--- src/rtl/vram_rect_writer_if.sv ---
`default_nettype none
// ============================================================================
//  Module   : vram_rect_writer_if
//  Purpose  : Bundles the drawing-command handshake and the VRAM pixel write
//             port of the rectangle writer.
//  Signals  : cmd_valid/cmd_ready  - command handshake
//             cmd_op/x/y/w/h/color - command fields (op 1 = full-screen clear)
//             write_addr/wdata/write_en - one pixel write per clock
//             busy                 - engine executing a command
//  Modports : master - drawing engine side (drives ready, write port, busy)
//             slave  - command source / VRAM side
//  Revision : 1.0  initial release
// ============================================================================
interface vram_rect_writer_if #(
  parameter int ADDR_W = 20
) ();

  logic              cmd_valid;
  logic              cmd_ready;
  logic              cmd_op;
  logic [7:0]        cmd_x;
  logic [6:0]        cmd_y;
  logic [7:0]        cmd_w;
  logic [6:0]        cmd_h;
  logic              cmd_color;
  logic [ADDR_W-1:0] write_addr;
  logic              wdata;
  logic              write_en;
  logic              busy;

  modport master (
    input  cmd_valid, cmd_op, cmd_x, cmd_y, cmd_w, cmd_h, cmd_color,
    output cmd_ready, write_addr, wdata, write_en, busy
  );

  modport slave (
    output cmd_valid, cmd_op, cmd_x, cmd_y, cmd_w, cmd_h, cmd_color,
    input  cmd_ready, write_addr, wdata, write_en, busy
  );

endinterface
`default_nettype wire

--- src/rtl/vram_rect_writer.sv ---
`default_nettype none
// ============================================================================
//  Module   : vram_rect_writer
//  Purpose  : Fills clipped rectangles (or the whole screen) of the 1-bit
//             WIDTH x HEIGHT framebuffer, one pixel write per clock,
//             row-major order.
//  Ports    : clk   - system clock (shared with the VRAM write port)
//             reset - asynchronous, active-high reset
//             bus   - vram_rect_writer_if.master (command handshake in,
//                     VRAM write port and busy out)
//  Revision : 1.0  initial release
// ============================================================================
module vram_rect_writer #(
  parameter int WIDTH  = 160,
  parameter int HEIGHT = 120,
  parameter int ADDR_W = 20
) (
  input  logic clk,
  input  logic reset,
  vram_rect_writer_if.master bus
);

  localparam logic [1:0] c_st_idle  = 2'd0;
  localparam logic [1:0] c_st_setup = 2'd1;
  localparam logic [1:0] c_st_fill  = 2'd2;

  localparam logic [8:0]        c_width9  = 9'(WIDTH);
  localparam logic [7:0]        c_height8 = 8'(HEIGHT);
  localparam logic [ADDR_W-1:0] c_width_a = ADDR_W'(WIDTH);

  // FSM and captured command
  logic [1:0]        state_q, state_d;
  logic              op_q, op_d;
  logic [7:0]        x_q, x_d;
  logic [6:0]        y_q, y_d;
  logic [7:0]        w_q, w_d;
  logic [6:0]        h_q, h_d;
  logic              color_q, color_d;

  // Clipped bounds and raster cursor (cursor tracks the pixel on the port)
  logic [7:0]        xs_q, xs_d;
  logic [8:0]        xe_q, xe_d;
  logic [7:0]        ye_q, ye_d;
  logic [7:0]        cx_q, cx_d;
  logic [6:0]        cy_q, cy_d;
  logic [ADDR_W-1:0] rowbase_q, rowbase_d;

  // Registered VRAM write port
  logic              write_en_q, write_en_d;
  logic [ADDR_W-1:0] write_addr_q, write_addr_d;
  logic              wdata_q, wdata_d;

  // Setup-phase bound computation from the captured fields
  logic [8:0]        x_end_raw;
  logic [7:0]        y_end_raw;
  logic [7:0]        setup_xs;
  logic [6:0]        setup_ys;
  logic [8:0]        setup_xe;
  logic [7:0]        setup_ye;
  logic              setup_empty;
  logic [ADDR_W-1:0] setup_rowbase;

  // x+w is 9 bits and y+h is 8 bits wide, so the sums never wrap
  assign x_end_raw = {1'b0, x_q} + {1'b0, w_q};
  assign y_end_raw = {1'b0, y_q} + {1'b0, h_q};

  assign setup_xs = op_q ? 8'd0 : x_q;
  assign setup_ys = op_q ? 7'd0 : y_q;
  assign setup_xe = op_q ? c_width9  : ((x_end_raw > c_width9)  ? c_width9  : x_end_raw);
  assign setup_ye = op_q ? c_height8 : ((y_end_raw > c_height8) ? c_height8 : y_end_raw);

  // A clear is never empty; a rectangle is empty if zero-sized or fully off-screen
  assign setup_empty = !op_q && ((w_q == 8'd0) || (h_q == 7'd0) ||
                                 ({1'b0, x_q} >= c_width9) ||
                                 ({1'b0, y_q} >= c_height8));

  // Row base y*WIDTH: for the native 160-wide screen this is y*128 + y*32
  generate
    if (WIDTH == 160) begin : g_rowbase_shift
      assign setup_rowbase = (ADDR_W'(setup_ys) << 7) + (ADDR_W'(setup_ys) << 5);
    end else begin : g_rowbase_const
      assign setup_rowbase = ADDR_W'(setup_ys) * c_width_a;
    end
  endgenerate

  // Fill-phase end-of-row / end-of-rectangle detection
  logic row_last;
  logic rect_last;

  assign row_last  = ({1'b0, cx_q} == (xe_q - 9'd1));
  assign rect_last = row_last && ({1'b0, cy_q} == (ye_q - 8'd1));

  always_comb begin
    state_d      = state_q;
    op_d         = op_q;
    x_d          = x_q;
    y_d          = y_q;
    w_d          = w_q;
    h_d          = h_q;
    color_d      = color_q;
    xs_d         = xs_q;
    xe_d         = xe_q;
    ye_d         = ye_q;
    cx_d         = cx_q;
    cy_d         = cy_q;
    rowbase_d    = rowbase_q;
    write_en_d   = write_en_q;
    write_addr_d = write_addr_q;
    wdata_d      = wdata_q;

    case (state_q)
      c_st_idle: begin
        write_en_d = 1'b0;
        if (bus.cmd_valid) begin
          op_d    = bus.cmd_op;
          x_d     = bus.cmd_x;
          y_d     = bus.cmd_y;
          w_d     = bus.cmd_w;
          h_d     = bus.cmd_h;
          color_d = bus.cmd_color;
          state_d = c_st_setup;
        end
      end

      c_st_setup: begin
        xs_d      = setup_xs;
        xe_d      = setup_xe;
        ye_d      = setup_ye;
        cx_d      = setup_xs;
        cy_d      = setup_ys;
        rowbase_d = setup_rowbase;
        wdata_d   = color_q;
        // The first pixel is loaded onto the port here so writes start
        // the cycle right after SETUP.
        write_addr_d = setup_rowbase + ADDR_W'(setup_xs);
        if (setup_empty) begin
          write_en_d = 1'b0;
          state_d    = c_st_idle;
        end else begin
          write_en_d = 1'b1;
          state_d    = c_st_fill;
        end
      end

      c_st_fill: begin
        if (rect_last) begin
          write_en_d = 1'b0;
          state_d    = c_st_idle;
        end else if (row_last) begin
          cx_d         = xs_q;
          cy_d         = cy_q + 7'd1;
          rowbase_d    = rowbase_q + c_width_a;
          write_addr_d = rowbase_q + c_width_a + ADDR_W'(xs_q);
        end else begin
          cx_d         = cx_q + 8'd1;
          write_addr_d = write_addr_q + ADDR_W'(1);
        end
      end

      default: begin
        write_en_d = 1'b0;
        state_d    = c_st_idle;
      end
    endcase
  end

  always_ff @(posedge clk or posedge reset) begin
    if (reset) begin
      state_q      <= c_st_idle;
      op_q         <= 1'b0;
      x_q          <= 8'd0;
      y_q          <= 7'd0;
      w_q          <= 8'd0;
      h_q          <= 7'd0;
      color_q      <= 1'b0;
      xs_q         <= 8'd0;
      xe_q         <= 9'd0;
      ye_q         <= 8'd0;
      cx_q         <= 8'd0;
      cy_q         <= 7'd0;
      rowbase_q    <= '0;
      write_en_q   <= 1'b0;
      write_addr_q <= '0;
      wdata_q      <= 1'b0;
    end else begin
      state_q      <= state_d;
      op_q         <= op_d;
      x_q          <= x_d;
      y_q          <= y_d;
      w_q          <= w_d;
      h_q          <= h_d;
      color_q      <= color_d;
      xs_q         <= xs_d;
      xe_q         <= xe_d;
      ye_q         <= ye_d;
      cx_q         <= cx_d;
      cy_q         <= cy_d;
      rowbase_q    <= rowbase_d;
      write_en_q   <= write_en_d;
      write_addr_q <= write_addr_d;
      wdata_q      <= wdata_d;
    end
  end

  assign bus.cmd_ready  = (state_q == c_st_idle);
  assign bus.busy       = (state_q != c_st_idle);
  assign bus.write_en   = write_en_q;
  assign bus.write_addr = write_addr_q;
  assign bus.wdata      = wdata_q;

endmodule
`default_nettype wire

--- src/flat_wrapper.sv ---
// flat-port wrapper written by rule: the top's interface ports become plain ports
module vram_rect_writer_flat 
#(
  parameter int WIDTH  = 160,
  parameter int HEIGHT = 120,
  parameter int ADDR_W = 20
)
  (clk, reset, bus_cmd_valid, bus_cmd_op, bus_cmd_x, bus_cmd_y, bus_cmd_w, bus_cmd_h, bus_cmd_color, bus_cmd_ready, bus_write_addr, bus_wdata, bus_write_en, bus_busy);
  vram_rect_writer_if #(.ADDR_W(ADDR_W)) bus_i ();
  input  logic clk;
  input  logic reset;
  input wire logic [$bits(bus_i.cmd_valid)-1:0] bus_cmd_valid;
  input wire logic [$bits(bus_i.cmd_op)-1:0] bus_cmd_op;
  input wire logic [$bits(bus_i.cmd_x)-1:0] bus_cmd_x;
  input wire logic [$bits(bus_i.cmd_y)-1:0] bus_cmd_y;
  input wire logic [$bits(bus_i.cmd_w)-1:0] bus_cmd_w;
  input wire logic [$bits(bus_i.cmd_h)-1:0] bus_cmd_h;
  input wire logic [$bits(bus_i.cmd_color)-1:0] bus_cmd_color;
  output wire logic [$bits(bus_i.cmd_ready)-1:0] bus_cmd_ready;
  output wire logic [$bits(bus_i.write_addr)-1:0] bus_write_addr;
  output wire logic [$bits(bus_i.wdata)-1:0] bus_wdata;
  output wire logic [$bits(bus_i.write_en)-1:0] bus_write_en;
  output wire logic [$bits(bus_i.busy)-1:0] bus_busy;
  assign bus_i.cmd_valid = bus_cmd_valid;
  assign bus_i.cmd_op = bus_cmd_op;
  assign bus_i.cmd_x = bus_cmd_x;
  assign bus_i.cmd_y = bus_cmd_y;
  assign bus_i.cmd_w = bus_cmd_w;
  assign bus_i.cmd_h = bus_cmd_h;
  assign bus_i.cmd_color = bus_cmd_color;
  assign bus_cmd_ready = bus_i.cmd_ready;
  assign bus_write_addr = bus_i.write_addr;
  assign bus_wdata = bus_i.wdata;
  assign bus_write_en = bus_i.write_en;
  assign bus_busy = bus_i.busy;
  vram_rect_writer #(.WIDTH(WIDTH), .HEIGHT(HEIGHT), .ADDR_W(ADDR_W)) u_core (.clk(clk), .reset(reset), .bus(bus_i));
endmodule
--- config.mk ---
export PLATFORM = sky130hd
export DESIGN_NAME = vram_rect_writer_flat
export DESIGN_NICKNAME = d
export VERILOG_FILES = /design/src/rtl/vram_rect_writer_if.sv /design/src/rtl/vram_rect_writer.sv /design/src/flat_wrapper.sv
export SDC_FILE = /design/constraint.sdc
export NUM_CORES = 1
export LEC_CHECK = 0
export ABC_CLOCK_PERIOD_IN_PS = 3300
export BUFFER_PORTS_ARGS = -buffer_cell sky130_fd_sc_hd__buf_4
export CORE_MARGIN = 4
export CORE_UTILIZATION = 31
export CTS_CLUSTER_SIZE = 20
export DETAILED_ROUTE_END_ITERATION = 12
export SYNTH_ARGS = -nofsm -noshare
export SYNTH_HDL_FRONTEND = slang
export SYNTH_SLANG_ARGS = --single-unit
--- constraint.sdc ---
create_clock -name clk -period 3.3 [get_ports clk]
set_clock_uncertainty 0.1 [all_clocks]
set_input_delay 0.33 -clock clk [delete_from_list [all_inputs] [get_ports clk]]
set_output_delay 0.33 -clock clk [all_outputs]
set_load 0.05 [all_outputs]
==> out/results.ini <==
[status]
run_status = complete, but fails checks
violated_checks = negative hold slack

[cells_and_area]
n_antenna_cell = 0
mostFrequentLayoutCells = dfrtp_1 (110), nand2_1 (94), buf_4 (84), nor2_1 (58), a21oi_1 (57)
layout_cell_share_with_drive_strength_beyond_1_pct = 16.8
num-fill-cells = 2552
layout_commonest_cell = dfrtp_1
area_growth_syn_to_layout_pct = 15.1
num-nets-final = 1004

[setup_path]
crit_path_end_kind = register
critical-path-top-cell-by-count = mux2i_1
worstPathBufferInverterCount = 0
cp_top_family = multiplexers
reg2reg_from = u_core.op_q$_DFFE_PP0P_
crit_arrival_ns = 3.26
critPathKind = reg -> reg
crit_path_top_delay_cell = mux2i_1
setup_slack_of_the_worst_register_to_register_path_ns = 0.17
ff2ff_path_depth = 11
critical_path_cell_by_cell = nor2b_1 > ha_1 > ha_1 > nand2_1 > o22ai_1 > mux2i_1 > mux2i_1 > mux2i_1 > nor3_1 > mux2i_1 > a31oi_1
critical_path_peak_fanout = 10
timing.rr.end = u_core.bus.write_addr[12]$_DFFE_PP0P_
critical_path.max_stage_delay_ns = 0.56
timing.critical_path.required_ns = 3.43
critPathLaunchType = register

[synthesis]
synth_top_cell_by_area = dfrtp_1
synth_flop_cell = dfrtp_1
post_synth_instance_area_mm2 = 0.00781
synth.area.top_cells = dfrtp_1 (36%), mux2_2 (5.8%), ha_1 (5.4%)
avgSynthCellArea_um2 = 8.83
postSynthNetCount = 955
share_of_flip_flops_with_an_asynchronous_set_or_reset_after_synthesis_pct = 100
number_of_flops_mapped_to_enable_cells_by_yosys = 0
ys_seq_area_share_pct = 35.6
ys_warn_count = 0
synth.lib_cells_used.distinct = 79
synth.ff_latch_count = 111
synthesis.instances = 884
yosysTopAreaCellShare_pct = 35.6

[floorplanning]
row_count = 57
io_pins = 59
die_height_um = 167
fp.coreArea_mm2 = 0.0245
die-area_mm2 = 0.0278
die_outline_width_um = 167
initial_core_util_pct = 31.8

[sta]
grt_setup_unrepaired = no
max_slew_violations = 0
finalHoldWorstSlack_ns = -0.0174
post-route-min-period_ns = 3.13
setup_tns_ns = 0
maxClockFrequency_mhz = 319
total_of_endpoints_with_negative_setup_slack_in_the_final_report = 0
worst-slew-pin-transition_ns = 0.777
finalCritPeriodShare_pct = 94.9
remaining_max_slew_budget_at_the_tightest_pin_pct = 48.2
hold_viol = 27

[power_and_ir_drop]
irDropWorstVdd_mv = 0.552
p_per_area_mw_per_mm2 = 1110
power_w = 0.00997
p_leak_nw = 3.76

[route]
routed_length_per_placed_instance_um = 16.6
vias_per_cell = 5.32
detail_route.drc_violations = 0
detail-route-antenna-nets = 0
num_vias = 6717
finalWirelength_um = 20900
drt_first_iter_violations = 514
first_pass_iters = 5

[clock_network]
cts_root_buffer = clkbuf_16
cts_tree = built
hold_buffers = 0
clk_transition_reported_paths_ns = 0.08
clock_insertion_delay_at_the_later_pin_of_the_skew_report_ns = 0.37
ctsLongestPathBuffers = 2
h-tree-depth = 3
numCtsBuffers = 9
cts_sinks = 111

[place]
place.port_buffers = 58
final_hpwl_from_detailed_placement_um = 15900
gp_congestion = 0.851

[job]
max-cap-violations = 0

[global_route]
gr-total-overflow = 0
grt_usage_pct = 15.0
grt_first_pass_wirelength_um = 34300
first_global_vias = 6404
grt_antenna_before_repair = 0
grt_start_max_net_pins = 50

[hold_path]
hold_path_class = in -> async

[worst register-to-register path, stage by stage (launching register included)]
cell and delay, ns:
dfrtp_2 0.48, nor2b_1 0.21, ha_1 0.29, ha_1 0.24, nand2_1 0.07, o22ai_1 0.23
mux2i_1 0.11, mux2i_1 0.16, mux2i_1 0.56, nor3_1 0.20, mux2i_1 0.23, a31oi_1 0.11
[flip-flops by register name, indices dropped and copies added, names as in the netlist, 8 cells and up]
signal / cells
u_core.rowbase_q: 15
u_core.xs_q: 8
u_core.w_q: 8
u_core.xe_q: 9
u_core.bus.write_addr: 20
u_core.ye_q: 8
u_core.x_q: 8
u_core.cx_q: 8
[stage by stage]
step / setup slack (ns) / hold WS [ns] / util (%) / instance area (um^2) / cells
after detailed placement: 0.168 / 0.385 / 35.4 / 8680 / 1246
after floorplan: 0.295 / 0.359 / - / 7810 / 884
after CTS: 0.147 / 0.0104 / 36.5 / 8970 / 1262
after global routing: 0.00176 / 0.0499 / 36.6 / 8980 / 1262
after global placement: 0.206 / 0.386 / 35.4 / 8680 / 1246
final: 0.169 / -0.0174 / 36.6 / 8980 / 1262
[worst max path at each step]
stage          slack [ns]                               endpoint                       start  depth (start not counted)
6_report             0.17  u_core.bus.write_addr[12]$_DFFE_PP0P_     u_core.op_q$_DFFE_PP0P_                         11
4_1_cts              0.15             u_core.cy_q[0]$_DFFE_PP0P_  u_core.xe_q[0]$_DFFE_PP0P_                         10
3_5_place_dp         0.17             u_core.cy_q[0]$_DFFE_PP0P_  u_core.xe_q[0]$_DFFE_PP0P_                         10
2_1_floorplan        0.30  u_core.bus.write_addr[13]$_DFFE_PP0P_     u_core.op_q$_DFFE_PP0P_                         12
5_1_grt             0.002  u_core.bus.write_addr[13]$_DFFE_PP0P_   u_core.y_q[0]$_DFFE_PP0P_                         10
3_3_place_gp         0.21  u_core.bus.write_addr[13]$_DFFE_PP0P_     u_core.op_q$_DFFE_PP0P_                         10
[Yosys cell counts, drive strengths merged, types with 25 or more instances]
cell	instances
a21oi	58
xor2	42
clkbuf	32
dfrtp	111
nor2	58
nand2	94
xnor2	37
inv	31
nand3	34
o21ai	55
a31oi	25
mux2	40
ha	34
[power breakdown]
| group | internal, W | switching (W) |
|---|---|---|
| Combinational | 0.00255 | 0.00360 |
| Clock | 0.000547 | 0.000548 |
| Sequential | 0.00192 | 0.000800 |
| Total | 0.00502 | 0.00495 |
[per-layer routing]
layer	vias up	GRT usage (%)	wire [um]
met3	25	3.08	1210
met1	3203	23.0	10600
met2	183	20.9	8700
met5	-	0	0
li1	3306	-	-
met4	0	4.62	397
[timing repair]
item,CTS,global route
buffers inserted,0,0
hold endpoints to repair,0,0
endpoints found under the setup margin,0,6
resized for setup,0,3
[area by class of cell]
type	instances	area (um^2)	area share (%)
clock buffer	11	243	2.70
clock inverter	5	43.8	0.488
inverter	31	120	1.34
multi-input combinational	695	4740	52.8
sequential	111	2780	30.9
tap	324	405	4.51
timing repair buffer	85	651	7.24
[cell families after synthesis]
logic type / Yosys count / share of synthesized area (%)
AO/OA/AOI/OAI: 236 / 19.7
XOR/XNOR: 79 / 8.86
adder cells (fa/ha/maj): 38 / 6.22
buffers and inverters: 78 / 3.99
flip-flops: 111 / 35.6
multiplexers: 47 / 6.67
other: 1 / 0.0480
AND/OR/NAND/NOR: 294 / 18.9
Power figures use the tool's default switching activity.
